--- config.mk ---
export PLATFORM = sky130hd
export DESIGN_NAME = logic_unit_pipe
export DESIGN_NICKNAME = d
export VERILOG_FILES = /design/src/rtl/logic_unit_pipe.sv
export SDC_FILE = /design/constraint.sdc
export NUM_CORES = 1
export LEC_CHECK = 0
export BUFFER_PORTS_ARGS = -buffer_cell sky130_fd_sc_hd__buf_2
export CORE_MARGIN = 1.5
export CORE_UTILIZATION = 42
export DETAILED_ROUTE_END_ITERATION = 10
export MAX_ROUTING_LAYER = met4
export PLACE_DENSITY = 0.62
export SLEW_MARGIN = 30
export SYNTH_ARGS = -nofsm -noshare
export SYNTH_HDL_FRONTEND = slang
export SYNTH_SLANG_ARGS = --single-unit
--- constraint.sdc ---
create_clock -name clk -period 4.95 [get_ports clk]
set_input_delay 0.495 -clock clk [delete_from_list [all_inputs] [get_ports clk]]
set_output_delay 0.495 -clock clk [all_outputs]
set_load 0.01 [all_outputs]
--- src/rtl/logic_unit_pipe.sv ---
// logic_unit_pipe: registered bitwise logic unit with valid/ready handshake, result flags and result feedback
module logic_unit_pipe #(
   parameter int WIDTH = 8
) (
   input  logic             clk,
   input  logic             rst_n,
   input  logic             in_valid,
   output logic             in_ready,
   input  logic [2:0]       op,
   input  logic             use_prev,
   input  logic [WIDTH-1:0] a,
   input  logic [WIDTH-1:0] b,
   output logic             out_valid,
   input  logic             out_ready,
   output logic [WIDTH-1:0] y,
   output logic             flag_z,
   output logic             flag_p,
   output logic             flag_n
);
   logic [WIDTH-1:0] prev, b_eff, r;
   logic acc;
   assign in_ready = !out_valid || out_ready;
   assign acc      = in_valid && in_ready;
   // prev tracks the last accepted result, even while it is still stalled at y
   assign b_eff    = use_prev ? prev : b;
   always_comb begin
      case (op)
         3'd0:    r = a & b_eff;
         3'd1:    r = a | b_eff;
         3'd2:    r = a ^ b_eff;
         3'd3:    r = ~(a | b_eff);
         3'd4:    r = ~(a & b_eff);
         3'd5:    r = ~(a ^ b_eff);
         3'd6:    r = ~a;
         default: r = a;
      endcase
   end
   always_ff @(posedge clk or negedge rst_n) begin
      if (!rst_n) begin
         out_valid <= 1'b0;
         y         <= '0;
         prev      <= '0;
         flag_z    <= 1'b1;
         flag_p    <= 1'b0;
         flag_n    <= 1'b0;
      end else if (acc) begin
         out_valid <= 1'b1;
         y         <= r;
         prev      <= r;
         flag_z    <= r == '0;
         flag_p    <= ^r;
         flag_n    <= r[WIDTH-1];
      end else if (out_ready) begin
         out_valid <= 1'b0;
      end
   end
endmodule

# After elaboration in Yosys (flattened, before gate mapping)
# Cells that the tools add are included.
[word_totals]
ff_bits = 12
input_bits = 24
word_cells = 29
[classes]
n_eq_ne = 6
n_mux = 4
bitwise_logic = 7
reduce_logical = 7
[ops]
columns = ["cell", "count"]
rows = [
  ["$pmux W8 S7", 1],
  ["$not A8 Y8", 4],
  ["$eq A3 B3 Y1 const B", 3],
  ["$and A8 B8 Y8", 1],
  ["$logic_not A8 Y1", 1],
  ["$mux W8", 1],
  ["$or A8 B8 Y8", 1],
  ["$reduce_xor A8 Y1", 1],
  ["$xor A8 B8 Y8", 1],
  ["$eq A3 B2 Y1 const B", 2],
  ["$eq A3 B1 Y1 const B", 1],
  ["$logic_not A3 Y1", 1],
  ["$mux W1", 2],
  ["$reduce_bool A2 Y1", 1],
  ["$logic_and A1 B1 Y1", 1],
  ["$logic_not A1 Y1", 1],
  ["$logic_or A1 B1 Y1", 1],
]

# Logic depth before layout (Yosys ltp)
# Gate-level depths: netlist of the first run.
[logic_depth]
ltp_word = 5
mapped_depth = 12
ltp_nobuf = 11

# Least setup slack after synthesis of the first run
# No wires, ideal clock.
[synth_timing]
kind = "input to register"
from = "input use_prev"
to = "register flag_p"
arrival_time_ns = 2.690
t_required_ns = 4.826
setup_slack_ns = 2.137
stages = 11
path_cell_list = "clkbuf_1 -> mux2i_1 -> inv_1 -> ha_1 -> nor2_1 -> mux2_2 -> o32ai_2 -> ha_1 -> xnor2_1 -> xnor2_1 -> o21ai_1"
[synth_between]
elab_chain_len = 5
[synth_rtl]
columns = ["item", "line", "rtl"]
rows = [
  ["start, declared", "10", "input logic use_prev,"],
  ["$mux W8 *", "25", "assign b_eff = use_prev ? prev : b;"],
  ["$xor A8 B8 Y8, or another cell as far along", "30, 33", ""],
  ["$not A8 Y8, on equally long branches", "33, 31, 32", ""],
  ["$pmux W8 S7 *", "27", "case (op)"],
  ["$reduce_xor A8 Y1 *", "51", "flag_p <= ^r;"],
  ["end signal, assigned", "51", ""],
  ["end, declared", "17", "output logic flag_p,"],
]
# Every way passes the cells marked *; elsewhere a longest branch is shown, timed or not.
# A chain may end at the register's enable or synchronous reset.

# Worst setup path in the final report of the first run
# Same ends and word-level chain as after synthesis.

==> flow_summary.json, run 1 <==
{
  "dr.pass1.iters": 4,
  "maxCapViolCount": 0,
  "tns_ns": 0,
  "path_buf_inv": 1,
  "grt_start_max_net_pins": 41,
  "clock.fmax_mhz": 382,
  "grt_overflow_total": 0,
  "required_ns": 5.08,
  "ys_async_sr_fraction": 1.00,
  "met1_usage": 0.222,
  "irDropWorstVdd_v": 0.000135,
  "die_width_um": 62.9,
  "nets": 252,
  "detail_route.wl_per_cell_um": 13.2,
  "cp_max_fo": 8,
  "final_cell_area_um2": 1690,
  "use_met3": 0.0234,
  "synth.area.top_cells": "dfrtp_1 (17%), ha_1 (17%), mux2i_1 (11%)",
  "fp.coreArea_um2": 3390,
  "cts_buffers": 3,
  "std_cell_rows": 21,
  "startpoint": "use_prev",
  "grt_usage": 0.182,
  "clockRootBuffer": "clkbuf_4",
  "clkLatencyLatePin_ns": 0.27,
  "die_h_um": 62.9,
  "tightest_slew_ns": 0.657,
  "dp_slack_ns": 2.06,
  "synth_top_area_share": 0.166,
  "worstSetupStartpointType": "primary input",
  "top_usage_layer": "met2",
  "numPortBuffers": 36,
  "critPathKind": "in2reg",
  "grt_pass1_wl_um": 5810,
  "synth_edf_count": 0,
  "cts_hold_buffers": 0,
  "area_growth_pct": 12.4,
  "crit_chain": "buf_2 -> mux2i_1 -> ha_1 -> nor2b_1 -> a2111oi_1 -> a21oi_1 -> nand2_1 -> ha_1 -> xnor2_1 -> xnor2_1 -> o21ai_1",
  "fin_util": 0.499,
  "reg2regPathDepth": 10,
  "yosysSeqAreaShare": 0.184,
  "finalWorstSetupSlack_ns": 2.33,
  "drive_gt1_frac": 0.242,
  "cts.sinks": 11,
  "status": "completed",
  "synth-main-ff-cell": "dfrtp_1",
  "hold_viol": 0,
  "drc": 0,
  "worstSetupEndpointType": "flip-flop",
  "max_slew_margin": 0.562,
  "fin_skew_ns": 0.00467,
  "rrSetupSlack_ns": 2.47,
  "n_antenna_cell": 0,
  "critical-path-slowest-cell": "a2111oi_1",
  "ios": 37,
  "start_util": 0.444,
  "synth.net_count": 225,
  "clk_pin_slew_worst_paths_ns": 0.07,
  "totalWireLength_um": 3350,
  "synth_cells": 181,
  "synth_area_leader_cell": "dfrtp_1",
  "finalCritPeriodShare": 0.529,
  "fin_crit_ns": 2.62,
  "dieArea_um2": 3960,
  "grt_setup_unrepaired": "no",
  "synth_area_per_cell_um2": 8.32,
  "rr_endpoint": "flag_p",
  "grt_pass1_vias": 1295,
  "drt_iter0_drc": 61,
  "crit_family": "compound AO/OA/AOI/OAI gates",
  "reg2reg_from": "prev[5]",
  "cts_tree": "built",
  "synth-seq-cells": 11,
  "post-cts-setup-buffer-count": 0,
  "min_path_type": "in2async",
  "placed_area_um2": 1670,
  "cp_num_cells": 11,
  "endpoint": "flag_p",
  "totalPowerFinal_uw": 388,
  "synthesis.area_um2": 1510,
  "gp_congestion": 0.890,
  "dp_hpwl_um": 2650,
  "htree_levels": 1,
  "leakage_nw": 0.866,
  "antenna_found_initial": 0,
  "slew_violations": 0,
  "ys_warn_count": 0,
  "power.density_cell_area_nw_per_um2": 229,
  "finalSetupViolCount": 0,
  "clk_path_buf_depth": 2,
  "via_per_inst": 5.43,
  "dr_total_vias": 1375,
  "met2_usage": 0.330,
  "postCtsResizedCells": 0,
  "worstPathArrival_ns": 2.74,
  "ant_nets": 0,
  "critical-path-max-stage-delay_ns": 0.51,
  "synth.distinct_cells": 43
}
-- logic make-up after synthesis --
family | Yosys count | share of synthesized area
buf+inv | 31 | 0.0939
fa+ha+maj | 20 | 0.166
xor+xnor | 5 | 0.0291
simple gates | 50 | 0.173
compound gates | 43 | 0.211
mux | 21 | 0.144
flops | 11 | 0.184
-- layer usage --
metal | up-vias | wire, um | part of all wire
met3 | 0 | 105 | 0.031
li1 | 703 | - | -
met1 | 640 | 1510 | 0.45
met5 | - | 0 | 0
met2 | 32 | 1730 | 0.52
met4 | 0 | 0 | 0
-- cells in the final DEF, fill, tap and decap left out, types with 2 or more instances in the layout --
| cell | synthesis | final |
|---|---|---|
| o31ai_1 | 3 | 3 |
| inv_1 | 16 | 16 |
| o211a_1 | 2 | 2 |
| nor2_1 | 11 | 11 |
| a21oi_1 | 4 | 4 |
| nor2b_1 | 5 | 5 |
| mux2_2 | 5 | 5 |
| o21ai_1 | 10 | 10 |
| nand3_1 | 2 | 2 |
| clkbuf_4 | 0 | 3 |
| nor4b_1 | 2 | 2 |
| a2bb2oi_1 | 2 | 2 |
| buf_2 | 8 | 36 |
| mux2i_1 | 16 | 16 |
| nand3b_1 | 4 | 4 |
| xnor2_1 | 5 | 5 |
| a31oi_1 | 3 | 3 |
| nand2_1 | 17 | 17 |
| a2111oi_1 | 2 | 2 |
| nand2b_1 | 4 | 4 |
| dfrtp_1 | 10 | 10 |
| ha_1 | 20 | 20 |
| a211oi_1 | 3 | 3 |
| o22ai_1 | 2 | 2 |
| o32ai_2 | 2 | 2 |
| a22o_1 | 3 | 3 |
-- registers in the layout, indices dropped and copies added, names as in the netlist --
signal,cells
flag_n,1
prev,7
out_valid,1
flag_p,1
flag_z,1
-- power by group --
part / internal, mW / switching, mW
clock network: 0.0312 / 0.0282
registers: 0.107 / 0.0133
logic: 0.0979 / 0.110
total: 0.236 / 0.151
-- worst min-delay path by stage --
| stage | endpoint | slack (ns) | cells after the start |
|---|---|---|---|
| after floorplan | flag_n | 0.20 | 0 |
| final | prev[1] | 0.08 | 1 |
| after global placement | out_valid | 0.37 | 1 |
| after CTS | prev[1] | 0.08 | 1 |
| after global routing | prev[5] | 0.08 | 1 |
| after detailed placement | prev[2] | 0.38 | 1 |
-- cells in the mapped netlist, types with 4 or more instances --
library cell / count
a21oi_1: 4
buf_2: 8
dfrtp_1: 10
ha_1: 20
inv_1: 16
mux2_2: 5
mux2i_1: 16
nand2_1: 17
nand2b_1: 4
nand3b_1: 4
nor2_1: 11
nor2b_1: 5
o21ai_1: 10
xnor2_1: 5
-- through the flow --
stage | hold WS, ns | instances
after floorplan | 0.199 | 181
after global placement | 0.366 | 249
after detailed placement | 0.376 | 249
after CTS | 0.0820 | 253
after global routing | 0.0785 | 253
final | 0.0822 | 253
-- final cells by class --
type | count | area (um2)
inverters | 17 | 63.8
multi-input cells | 139 | 1090
flip-flops and latches | 11 | 277
repair buffers | 36 | 180
fillers | 338 | 1700
well taps | 46 | 57.6
clock buffers | 4 | 26.3
-- worst reg2reg max path: cells and delay by family (launching register included) --
family / cells / cell delay (ns)
fa+ha+maj: 2 / 0.52
xor+xnor: 2 / 0.30
compound gates: 3 / 0.66
mux: 1 / 0.21
simple gates: 2 / 0.24
flops: 1 / 0.40
Note: power is estimated with default switching activity, not from simulation.
==> inputs of run 2 (changes only) <==
Settings changed: ABC_AREA from default to 1, PLACE_DENSITY 0.62 to 0.64.
Clock period 4.95 ns to 2.4 ns, I/O delays scaled along.
==> run 2 against run 1 <==
  * Synthesized cell count grew 48%
  * First-iteration DRC count grew 46%
  * Global-route usage grew 2.8 points
  * Register-to-register slack lost 2.2 ns
  * Sequential power grew 110%
  * Critical path type is now reg2reg
  * Via count grew 26%
  * Clock power grew to 3.1 times the previous value
  * Sequential share of layout area shrank 1.8 points
==> flow_summary.json, run 2 <==
{
  "slew_violations": 0,
  "fin_skew_ns": 0.00117,
  "leakage_nw": 1.16,
  "cts_hold_buffers": 1,
  "status": "completed",
  "synth-seq-cells": 11,
  "drc": 0,
  "mostFrequentLayoutCells": "nand2_1 (79), inv_1 (45), buf_2 (36)",
  "clkLatencyLatePin_ns": 0.24,
  "final_common_cell": "nand2_1",
  "std_cell_rows": 22,
  "via_per_inst": 4.92,
  "irDropWorstVdd_v": 0.000345,
  "synthesis.area_um2": 1600,
  "synth_cells": 268,
  "ys_warn_count": 0,
  "grt_pass1_vias": 1591,
  "fin_util": 0.518,
  "postCtsResizedCells": 0,
  "die_h_um": 64.7,
  "critPathKind": "reg2reg",
  "top_register": "prev",
  "tns_ns": 0,
  "nets": 350,
  "clockRootBuffer": "clkbuf_8",
  "fin_crit_ns": 2.16,
  "detail_route.wl_per_cell_um": 11.1,
  "grt_setup_unrepaired": "no",
  "numPortBuffers": 36,
  "clk_pin_slew_worst_paths_ns": 0.05,
  "ys_async_sr_fraction": 1.00,
  "required_ns": 2.50,
  "tightest_slew_ns": 0.423,
  "yosys-top-cells-count": "nand2_1 (79), inv_1 (45), nand3_1 (32), ha_1 (20), nand4_1 (20)",
  "dp_hpwl_um": 3110,
  "clk_path_buf_depth": 2,
  "yosysSeqAreaShare": 0.173,
  "synth_area_per_cell_um2": 5.96,
  "ant_nets": 0,
  "maxCapViolCount": 0,
  "synth_edf_count": 0,
  "synth.distinct_cells": 19,
  "dr_total_vias": 1735,
  "worstSetupEndpointType": "flip-flop",
  "hold_viol": 0,
  "synth.area.top_cells": "nand2_1 (19%), dfrtp_1 (16%), ha_1 (16%)",
  "totalPowerFinal_uw": 868,
  "synth_top_area_share": 0.186,
  "totalWireLength_um": 3940,
  "largest_reg_flops": 7,
  "grt_pass1_wl_um": 6850,
  "area_growth_pct": 18.9,
  "power.density_cell_area_nw_per_um2": 457,
  "worstPathArrival_ns": 2.27,
  "grt_usage": 0.210,
  "die_width_um": 64.7,
  "max_slew_margin": 0.718,
  "grt_overflow_total": 0,
  "cp_max_fo": 3,
  "dieArea_um2": 4180,
  "synth_area_leader_cell": "nand2_1",
  "dr.pass1.iters": 4,
  "drt_iter0_drc": 89,
  "cts_buffers": 3,
  "drive_gt1_frac": 0.174,
  "cts.sinks": 11,
  "antenna_found_initial": 0,
  "post-cts-setup-buffer-count": 0,
  "min_path_type": "in2reg",
  "synth_most_common_cell": "nand2_1",
  "grt_start_max_net_pins": 22,
  "fp.coreArea_um2": 3660,
  "worstSetupStartpointType": "flip-flop",
  "n_antenna_cell": 0,
  "htree_levels": 1,
  "gp_congestion": 0.850,
  "clock.fmax_mhz": 462,
  "finalSetupViolCount": 0,
  "synth.net_count": 312,
  "cts_tree": "built",
  "start_util": 0.436,
  "synth-main-ff-cell": "dfrtp_1",
  "finalCritPeriodShare": 0.902,
  "ios": 37
}
-- run 2: changes by cell type in the layout (fill, tap and decap cells not counted), moves of 10 or more --
cell / before / now
nand2_1: 17 / 79
nand3_1: 2 / 32
inv_1: 16 / 45
nand4_1: 1 / 20
mux2i_1: 16 / 0
buf_4: 0 / 10
o21ai_1: 10 / 0
-- run 2: routing by layer --
layer / wire [um] / vias to the layer above / track usage
met5: 0 / - / -
met4: 16 / 0 / 0.0426
met3: 141 / 2 / 0.0260
met2: 1950 / 37 / 0.363
met1: 1830 / 766 / 0.265
li1: - / 930 / -
-- run 2: layout make-up --
class	instances	area [um2]
Tap cell	48	60.1
Fill cell	391	1760
Timing Repair Buffer	47	265
Inverter	46	173
Clock buffer	4	45.0
Multi-Input combinational cell	197	1080
Sequential cell	11	277
-- run 2: kinds of logic (layout without fill, tap and decap cells) --
kind of cell               Yosys count  after routing  share of synthesized area
buffers and inverters               60             97                      0.151
xor gates and xnor gates             3              3                     0.0165
AOI/OAI and AO/OA                   15             15                     0.0470
and+or+nand+nor                    159            159                      0.455
DFF                                 11             11                      0.173
adders and majority gates           20             20                      0.157
-- run 2: power by group --
group          internal, mW  leakage, nW  switching (mW)
Sequential            0.224        0.134          0.0265
Combinational         0.182         1.01           0.251
Clock                 0.116       0.0228          0.0677
-- run 2: critical path: stages (launching register included) --
cell	delay, ns
dfrtp_1	0.39
inv_1	0.06
nand2_1	0.04
o21ai_0	0.13
inv_1	0.08
ha_1	0.20
nand3b_1	0.15
nand2_1	0.08
nor2_1	0.04
nand2_1	0.08
nand2_1	0.06
ha_1	0.30
xnor2_1	0.19
xnor2_1	0.13
o21ai_0	0.08
-- run 2: per-stage QoR --
step | hold WS, ns | area, um2 | instances | worst slack, ns
2_1_floorplan | -0.0556 | 1600 | 268 | 0.349
3_3_place_gp | 0.121 | 1840 | 348 | 0.134
3_5_place_dp | 0.117 | 1840 | 348 | 0.0938
4_1_cts | 0.280 | 1900 | 353 | 0.213
5_1_grt | 0.283 | 1900 | 353 | 0.0163
6_report | 0.281 | 1900 | 353 | 0.236
-- run 2: final timing paths --
kind	depth (start not counted)	endpoint	slack, ns	start
max	14	flag_p	0.24	prev[2]
min	4	out_valid	0.28	out_ready
max reg2reg	14	flag_p	0.24	prev[2]
min reg2reg	2	prev[5]	0.50	prev[5]
max in group asynchronous	2	flag_z	1.75	rst_n
min in group asynchronous	2	prev[6]	0.40	rst_n
